`src/rtl/pipe_pal_pkg.sv`:
```
// Shared types and constants for the pipelined round-robin arbiter with optional burst lock.
package pipe_pal_pkg;

  localparam int DEF_W_DATA = 32;
  localparam int DEF_N_REQ  = 4;

  typedef enum logic {
    IDLE   = 1'b0,
    LOCKED = 1'b1
  } arb_state_t;

  function automatic int clog2(input int n);
    int r;
    r = 0;
    while ((1 << r) < n) r++;
    return r;
  endfunction

endpackage

```
`src/rtl/pipe_pal_arb_if.sv`:
```
// Requester/consumer bundle of pipe_pal_arb; slave modport is the arbiter side.
interface pipe_pal_arb_if
  import pipe_pal_pkg::*;
#(
  parameter int W_DATA = DEF_W_DATA,
  parameter int N_REQ  = DEF_N_REQ
);
  localparam int W_ID = clog2(N_REQ);

  logic [N_REQ-1:0]        req_valid;
  logic [N_REQ*W_DATA-1:0] req_data;
  logic [N_REQ-1:0]        req_last;
  logic [N_REQ-1:0]        req_ready;
  logic                    out_valid;
  logic [W_DATA-1:0]       out_data;
  logic [W_ID-1:0]         out_id;
  logic                    out_last;
  logic                    out_ready;
  logic                    busy;

  modport master (
    output req_valid, req_data, req_last, out_ready,
    input  req_ready, out_valid, out_data, out_id, out_last, busy
  );

  modport slave (
    input  req_valid, req_data, req_last, out_ready,
    output req_ready, out_valid, out_data, out_id, out_last, busy
  );
endinterface

```
`src/rtl/pipe_pal_arb_rr_pick.sv`:
```
// Wrap-around priority search: first set bit of req at or above start, wrapping to 0.
module rr_pick
  import pipe_pal_pkg::*;
#(
  parameter int N    = DEF_N_REQ,
  parameter int W_ID = clog2(N)
) (
  input  logic [N-1:0]    req,
  input  logic [W_ID-1:0] start,
  output logic [N-1:0]    gnt,
  output logic [W_ID-1:0] gnt_id,
  output logic            any
);
  logic [W_ID-1:0] idx;

  // Scan from the lowest priority upward so the last hit is the nearest to start.
  always_comb begin
    gnt    = '0;
    gnt_id = '0;
    any    = 1'b0;
    idx    = '0;
    for (int k = N - 1; k >= 0; k--) begin
      idx = W_ID'((int'(start) + k) % N);
      if (req[idx]) begin
        gnt      = '0;
        gnt[idx] = 1'b1;
        gnt_id   = idx;
        any      = 1'b1;
      end
    end
  end
endmodule

```
`src/rtl/pipe_pal_arb.sv`:
```
// N-way round-robin arbiter into a single-entry output register.
// Burst locking on req_last is compiled in with PIPE_PAL_ARB_LOCK_EN.
module pipe_pal_arb
  import pipe_pal_pkg::*;
#(
  parameter int W_DATA = DEF_W_DATA,
  parameter int N_REQ  = DEF_N_REQ
) (
  input  logic           i_clk,
  input  logic           resetn,
  pipe_pal_arb_if.slave  bus
);
  localparam int W_ID = clog2(N_REQ);

  arb_state_t        state;
  logic [W_ID-1:0]   rr_ptr;
  logic [W_ID-1:0]   ptr_inc;
  logic [N_REQ-1:0]  elig;
  logic [N_REQ-1:0]  gnt;
  logic [W_ID-1:0]   gnt_id;
  logic              any;
  logic              can_load;
  logic              accept;
  logic              sel_last;
  logic [W_DATA-1:0] sel_data;

  logic              vld_p1;
  logic [W_DATA-1:0] data_p1;
  logic [W_ID-1:0]   id_p1;
  logic              last_p1;

  assign can_load      = !vld_p1 || bus.out_ready;
  assign accept        = can_load && any;
  assign bus.req_ready = accept ? gnt : '0;
  assign ptr_inc       = (gnt_id == W_ID'(N_REQ - 1)) ? '0 : gnt_id + 1'b1;

  rr_pick #(.N(N_REQ), .W_ID(W_ID)) u_pick (
    .req    (elig),
    .start  (rr_ptr),
    .gnt    (gnt),
    .gnt_id (gnt_id),
    .any    (any)
  );

  always_comb begin
    sel_data = '0;
    for (int i = 0; i < N_REQ; i++) begin
      if (gnt[i]) sel_data = bus.req_data[i*W_DATA +: W_DATA];
    end
  end

`ifdef PIPE_PAL_ARB_LOCK_EN
  arb_state_t       state_nxt;
  logic [W_ID-1:0]  lock_id;
  logic [W_ID-1:0]  lock_id_nxt;
  logic [N_REQ-1:0] lock_mask;

  assign lock_mask = {{(N_REQ-1){1'b0}}, 1'b1} << lock_id;
  assign elig      = (state == LOCKED) ? (bus.req_valid & lock_mask) : bus.req_valid;
  assign sel_last  = |(gnt & bus.req_last);

  always_ff @(posedge i_clk or negedge resetn) begin
    if (!resetn) begin
      state   <= IDLE;
      lock_id <= '0;
    end else begin
      state   <= state_nxt;
      lock_id <= lock_id_nxt;
    end
  end

  always_comb begin
    state_nxt   = state;
    lock_id_nxt = lock_id;
    case (state)
      IDLE: begin
        if (accept && !sel_last) begin
          state_nxt   = LOCKED;
          lock_id_nxt = gnt_id;
        end
      end
      LOCKED: begin
        if (accept && sel_last) state_nxt = IDLE;
      end
    endcase
  end
`else
  logic unused_last;

  assign state       = IDLE;
  assign elig        = bus.req_valid;
  assign sel_last    = 1'b1;
  assign unused_last = ^bus.req_last;
`endif

  // While locked only lock_id can win, so the pointer moves on the closing beat only.
  always_ff @(posedge i_clk or negedge resetn) begin
    if (!resetn) begin
      rr_ptr <= '0;
    end else if (accept && ((state == IDLE) || sel_last)) begin
      rr_ptr <= ptr_inc;
    end
  end

  // Stage p1: output register, loaded whenever a beat is accepted
  always_ff @(posedge i_clk or negedge resetn) begin
    if (!resetn) begin
      vld_p1  <= 1'b0;
      data_p1 <= '0;
      id_p1   <= '0;
      last_p1 <= 1'b0;
    end else begin
      if (accept) begin
        vld_p1  <= 1'b1;
        data_p1 <= sel_data;
        id_p1   <= gnt_id;
        last_p1 <= sel_last;
      end else if (bus.out_ready) begin
        vld_p1  <= 1'b0;
      end
    end
  end

  assign bus.out_valid = vld_p1;
  assign bus.out_data  = data_p1;
  assign bus.out_id    = id_p1;
  assign bus.out_last  = last_p1;
  assign bus.busy      = vld_p1 || (state == LOCKED);

endmodule

```
`src/flat_wrapper.sv`:
```
// flat-port wrapper written by rule: the top's interface ports become plain ports
module pipe_pal_arb_flat import pipe_pal_pkg::*;
#(
  parameter int W_DATA = DEF_W_DATA,
  parameter int N_REQ  = DEF_N_REQ
)
  (i_clk, resetn, bus_req_valid, bus_req_data, bus_req_last, bus_out_ready, bus_req_ready, bus_out_valid, bus_out_data, bus_out_id, bus_out_last, bus_busy);
  pipe_pal_arb_if #(.W_DATA(W_DATA), .N_REQ(N_REQ)) bus_i ();
  input  logic i_clk;
  input  logic resetn;
  input wire logic [$bits(bus_i.req_valid)-1:0] bus_req_valid;
  input wire logic [$bits(bus_i.req_data)-1:0] bus_req_data;
  input wire logic [$bits(bus_i.req_last)-1:0] bus_req_last;
  input wire logic [$bits(bus_i.out_ready)-1:0] bus_out_ready;
  output wire logic [$bits(bus_i.req_ready)-1:0] bus_req_ready;
  output wire logic [$bits(bus_i.out_valid)-1:0] bus_out_valid;
  output wire logic [$bits(bus_i.out_data)-1:0] bus_out_data;
  output wire logic [$bits(bus_i.out_id)-1:0] bus_out_id;
  output wire logic [$bits(bus_i.out_last)-1:0] bus_out_last;
  output wire logic [$bits(bus_i.busy)-1:0] bus_busy;
  assign bus_i.req_valid = bus_req_valid;
  assign bus_i.req_data = bus_req_data;
  assign bus_i.req_last = bus_req_last;
  assign bus_i.out_ready = bus_out_ready;
  assign bus_req_ready = bus_i.req_ready;
  assign bus_out_valid = bus_i.out_valid;
  assign bus_out_data = bus_i.out_data;
  assign bus_out_id = bus_i.out_id;
  assign bus_out_last = bus_i.out_last;
  assign bus_busy = bus_i.busy;
  pipe_pal_arb #(.W_DATA(W_DATA), .N_REQ(N_REQ)) u_core (.i_clk(i_clk), .resetn(resetn), .bus(bus_i));
endmodule
```
`config.mk`:
```
export PLATFORM = sky130hd
export DESIGN_NAME = pipe_pal_arb_flat
export DESIGN_NICKNAME = d
export VERILOG_FILES = /design/src/rtl/pipe_pal_pkg.sv /design/src/rtl/pipe_pal_arb_if.sv /design/src/rtl/pipe_pal_arb_rr_pick.sv /design/src/rtl/pipe_pal_arb.sv /design/src/flat_wrapper.sv
export SDC_FILE = /design/constraint.sdc
export NUM_CORES = 1
export LEC_CHECK = 0
export CORE_MARGIN = 3
export CORE_UTILIZATION = 37
export CTS_CLUSTER_SIZE = 28
export DETAILED_ROUTE_END_ITERATION = 10
export PLACE_DENSITY = 0.81
export SETUP_SLACK_MARGIN = 0.5
export SYNTH_ARGS = -nofsm -noshare
export SYNTH_HDL_FRONTEND = slang
export SYNTH_SLANG_ARGS = --single-unit
```
`constraint.sdc`:
```
create_clock -name i_clk -period 3.2 [get_ports i_clk]
set_input_delay 0.8 -clock i_clk [delete_from_list [all_inputs] [get_ports i_clk]]
set_output_delay 0.8 -clock i_clk [all_outputs]
set_load 0.05 [all_outputs]
```
==> reports/metrics.yaml, run 1 <==
status: "completed"
track_usage_pct: 24.51
grt.busiest_layer: "met2"
peakVddDrop_mv: 0.8637
yosysTopAreaCellShare_pct: 27.48
crit_path_cell_trace: "buf_2, mux4_2, or4_4, a21oi_4, buf_12"
r2r_start: "u_core.rr_ptr[0]"
pwr-share-comb_pct: 81.5
h-tree-depth: 2
cpPeakStageDelay_ps: 580
cp_num_buf_inv: 2
worstSetupPathType: "primary input to output port"
grtUsageMet1_pct: 30.24
drive_gt1_share_pct: 24.19
required_ps: 2400
arrival_ps: 2360
syn_inst: 358
crit_family: "simple AND/OR/NAND/NOR gates"
synth_area_leader_cell: "dfrtp_1"
reg2reg_depth: 12
grt_pass1_wl_mm: 20.13
p_switching_uw: 3075
hold_viol: 0
place_ws_ps: -467.5
core_area_um2: 8891
die_h_um: 102.7
synthTopCellsByArea: "dfrtp_1, o221ai_2, mux2i_1, a21boi_0, a31oi_1"
syn_area_um2: 3461
drc: 0
yosysUniqueCellTypes: 44
rsz0062_at_grt: "yes"
synth-seq-cells: 38
critPathLaunchType: "primary input"
io_pins: 180
dieArea_um2: 10550
power_frac_clock_pct: 5.6
use_met2_pct: 44.59
fmax_mhz: 316.0
start_util_pct: 38.92
worstReg2RegEnd: "u_core.bus.out_data[11]"
grt_pass1_vias: 3895
design_area_um2: 5997
antenna_cells: 0
synthFlopType: "dfrtp_1"
first_iter_violations: 47
cts_buffer_depth: 2
die_w_um: 102.7
min_period_over_period_pct: 98.90
grt_antenna_before_repair: 0
synth_edf_count: 0
hold_buffers: 0
setup-violations-final: 0
path_clk_slew_ps: 80
cp_slowest_cell: "or4_4"
firstDrtPassIters: 4
hold_path_depth: 1
final_cell_mix: "clkdlybuf4s50_1, buf_4, dfrtp_1"
cp_max_fo: 5
hold_class: "flip-flop to flip-flop"
ys_seq_area_share_pct: 27.48
io_buffers: 175
gp_congestion: 0.8480
total_power_uw: 6370
final_nets: 703
seqPwrFrac_pct: 12.9
use_met3_pct: 4.330
post-route-min-period_ps: 3165
cts_buffers: 5
grt_max_degree: 39
slew_violations: 0
grt-ovfl-total: 0
swShare_pct: 48.27
intPower_uw: 3295
max_slew_margin_pct: 39.38
clock_latency_ps: 290
final_common_cell: "clkdlybuf4s50_1"
tightestPinTransition_ps: 909.4
viasPerCell: 5.455
syn_to_final_growth_pct: 73.28
clockRootBuffer: "clkbuf_8"
rows: 34
syn_nets: 504
routedWlPerCell_um: 19.51
placed_area_um2: 5493
wl_mm: 13.00
clock_sinks: 38
worstHoldEndpoint: "u_core.bus.out_last"
place_hpwl_mm: 8.950
power.density_nw_per_um2: 1062
async_reset_ff_share_pct: 100.0
setup_tns_ps: 0
min_from: "u_core.bus.out_last"
end_kind: "output port"
syn_avg_cell_area_um2: 9.667
final.setup.worst_slack_ps: 35.05
ys_warn_count: 0
dr_total_vias: 3633
ff2ff_setup_slack_ps: 230
maxCapViolCount: 0
finalClockSkew_ps: 5.184
antenna_left: 0
cts_tree: "built"
p_leak_uw: 0.002559
==> final cells by class <==
cell class	instances	area, um2
Tap cell	108	135.1
Clock buffer	7	86.33
Sequential cell	38	952.2
Inverter	38	147.6
Clock inverter	1	5.005
Multi-Input combinational cell	244	2238
Timing Repair Buffer	230	2432
Fill cell	710	2894
==> registers in the layout, summed over array words and instances (netlist names) <==
register / flops
u_core.bus.out_id: 2
u_core.bus.busy: 1
u_core.bus.out_last: 1
u_core.bus.out_data: 32
u_core.rr_ptr: 2
==> power groups by stage <==
stage                     Combinational [uW]  Clock [uW]  Sequential (uW)
after floorplan                         2510           0             1480
after global placement                  4330           0              810
after detailed placement                4420           0              813
after CTS                               5200         369              819
after global routing                    5520         393              849
final                                   5190         359              820
==> cells by family after synthesis <==
| group | share of synthesized area (%) |
|---|---|
| buffers and inverters | 10.77 |
| DFF | 27.48 |
| AOI/OAI and AO/OA | 32.25 |
| adders and majority gates | 2.531 |
| muxes | 15.15 |
| and+or+nand+nor | 11.82 |
==> cells in the mapped netlist, types with 2 or more instances <==
| cell | count |
|---|---|
| a21boi_0 | 32 |
| a22o_1 | 2 |
| nand2_1 | 8 |
| mux2_4 | 2 |
| dfrtp_1 | 38 |
| nor3b_1 | 3 |
| clkbuf_1 | 16 |
| buf_2 | 10 |
| o21ai_0 | 2 |
| o221ai_1 | 3 |
| and2_1 | 36 |
| o21ai_1 | 2 |
| mux2_2 | 2 |
| a31oi_1 | 36 |
| ha_1 | 7 |
| mux4_2 | 4 |
| o221ai_2 | 30 |
| nor2_1 | 5 |
| a221oi_1 | 3 |
| mux2i_1 | 37 |
| nor2b_1 | 6 |
| a21oi_1 | 4 |
| nand2b_1 | 2 |
| buf_6 | 8 |
| inv_1 | 36 |
| nor3_1 | 3 |
| buf_4 | 4 |
==> repair_timing <==
item / in CTS / in global routing
endpoints found under the setup margin: 36 / 36
cloned: 8 / 0
pin swaps: 12 / 3
buffers inserted: 13 / 0
gates resized for setup: 47 / 0
==> through the flow <==
step	instances	util [%]	hold slack (ps)
2_1_floorplan	358	-	504.4
3_3_place_gp	637	61.78	454.6
3_5_place_dp	637	61.78	451.3
4_1_cts	666	67.45	480.9
5_1_grt	666	67.45	515.5
6_report	666	67.45	475.9
==> worst max path at each step <==
stage / startpoint / endpoint / slack, ps / cells past startpoint
final: bus_req_valid[3] / bus_req_ready[0] / 40 / 5
after detailed placement: bus_req_valid[0] / bus_req_ready[0] / -470 / 6
after CTS: bus_req_valid[1] / bus_req_ready[0] / 30 / 6
after global routing: u_core.rr_ptr[0] / bus_req_ready[1] / -40 / 9
after floorplan: bus_req_valid[1] / bus_req_ready[0] / -110 / 5
after global placement: bus_req_valid[0] / bus_req_ready[0] / -460 / 6
==> routing by layer <==
layer  wire length (um)  vias to the layer above
met5                  0                        -
met4                215                        0
met3                854                       17
met2               6748                      136
met1               5176                     1758
li1                   -                     1722
Power figures use the tool's default switching activity.
==> run 2: changes to the inputs <==
CAP_MARGIN = 10   (was default)
==> results of run 2 <==
Final layout, timing and power as in run 1 (identical DEF).
==> run 3: changes to the inputs <==
CTS_BUF_LIST = sky130_fd_sc_hd__clkbuf_8   (was default)
==> reports/metrics.yaml, run 3 (synthesized netlist as in run 1, its figures left out) <==
cp_slowest_cell: "or4_4"
place_ws_ps: -467.5
clock_sinks: 38
h-tree-depth: 2
final_cell_mix: "clkdlybuf4s50_1, buf_4, dfrtp_1"
ff2ff_setup_slack_ps: 230
rows: 34
syn_to_final_growth_pct: 73.28
path_clk_slew_ps: 80
cpPeakStageDelay_ps: 580
hold_buffers: 0
holdWs_ps: 476.0
dieArea_um2: 10550
dr_total_vias: 3619
final.setup.worst_slack_ps: 35.05
cts_tree: "built"
crit_family: "simple AND/OR/NAND/NOR gates"
post-route-min-period_ps: 3165
stdcell_count: 666
wl_mm: 12.99
antenna_cells: 0
grt-ovfl-total: 0
total_power_uw: 6366
hold_class: "flip-flop to flip-flop"
peakVddDrop_mv: 0.8644
required_ps: 2400
clockRootBuffer: "clkbuf_8"
antenna_left: 0
drc: 0
rsz0062_at_grt: "yes"
grt_pass1_vias: 3895
cp_max_fo: 5
status: "completed"
worstHoldEndpoint: "u_core.bus.out_last"
setup-violations-final: 0
io_buffers: 175
grt_pass1_wl_mm: 20.13
core_area_um2: 8891
hold_viol: 0
final_common_cell: "clkdlybuf4s50_1"
tightestPinTransition_ps: 914.5
io_pins: 180
critPathLaunchType: "primary input"
first_iter_violations: 47
worstSetupPathType: "primary input to output port"
cp_num_buf_inv: 2
hold_path_depth: 1
p_leak_uw: 0.002563
power.density_nw_per_um2: 1062
cp.depth: 5
routedWlPerCell_um: 19.51
min_period_over_period_pct: 98.90
drive_gt1_share_pct: 24.19
clock_latency_ps: 290
reg2reg_depth: 12
firstDrtPassIters: 4
grt_antenna_before_repair: 0
min_from: "u_core.bus.out_last"
crit_path_cell_trace: "buf_2, mux4_2, or4_4, a21oi_4, buf_12"
gp_congestion: 0.8480
maxCapViolCount: 0
max_slew_margin_pct: 39.04
track_usage_pct: 24.51
place_hpwl_mm: 8.950
final_nets: 703
r2r_start: "u_core.rr_ptr[0]"
arrival_ps: 2360
end_kind: "output port"
grt_max_degree: 39
fmax_mhz: 316.0
place_inst: 637
cts_buffer_depth: 2
cts_buffers: 5
largest_reg_flops: 32
die_w_um: 102.7
viasPerCell: 5.434
finalClockSkew_ps: 5.203
die_h_um: 102.7
fillers: 710
worstReg2RegEnd: "u_core.bus.out_data[11]"
slew_violations: 0
start_util_pct: 38.92
-- run 3: cell count changes in the layout (fill, tap and decap cells not counted) --
| cell | before | now |
|---|---|---|
| clkbuf_1 | 1 | 0 |
| inv_1 | 34 | 35 |
-- run 3: final cells by class --
class / instances / area (um2) / share of cell area (%)
Timing Repair Buffer: 230 / 2432 / 40.56
Clock buffer: 6 / 82.58 / 1.377
Sequential cell: 38 / 952.2 / 15.88
Inverter: 38 / 147.6 / 2.462
Multi-Input combinational cell: 244 / 2238 / 37.33
Tap cell: 108 / 135.1 / 2.253
Clock inverter: 2 / 8.758 / 0.1460
-- run 3: worst max path at each step --
stage / from / endpoint / slack, ps
detailed placement: bus_req_valid[0] / bus_req_ready[0] / -470
floorplan: bus_req_valid[1] / bus_req_ready[0] / -110
CTS: bus_req_valid[1] / bus_req_ready[0] / 30
global route: u_core.rr_ptr[0] / bus_req_ready[1] / -40
finish: bus_req_valid[3] / bus_req_ready[0] / 40
global placement: bus_req_valid[0] / bus_req_ready[0] / -460
-- run 3: power by group --
group          leakage (uW)  internal, uW  switching, uW
clock             0.0000524           171            182
sequential         0.000466           701            119
combinational       0.00204          2420           2770
-- run 3: timing repair --
| item | CTS | global route |
|---|---|---|
| endpoints found under the setup margin | 36 | 36 |
| pin swaps | 12 | 3 |
| gates resized for setup | 47 | 0 |
| gates cloned | 8 | 0 |
| buffers inserted | 13 | 0 |
-- run 3: routing by layer --
layer	track usage [%]	vias up	wire, um
met3	4.330	14	844
met2	44.59	132	6758
met4	5.146	0	184
met1	30.24	1751	5206
met5	0	-	0
li1	-	1722	-
-- run 3: per-stage QoR --
stage          TNS (ps)  utilization [%]  instance area [um2]
2_1_floorplan    -114.8                -                 3546
3_3_place_gp     -12560            61.78                 5493
3_5_place_dp     -13660            61.78                 5493
4_1_cts               0            67.45                 5997
5_1_grt          -99.46            67.45                 5997
6_report              0            67.45                 5997
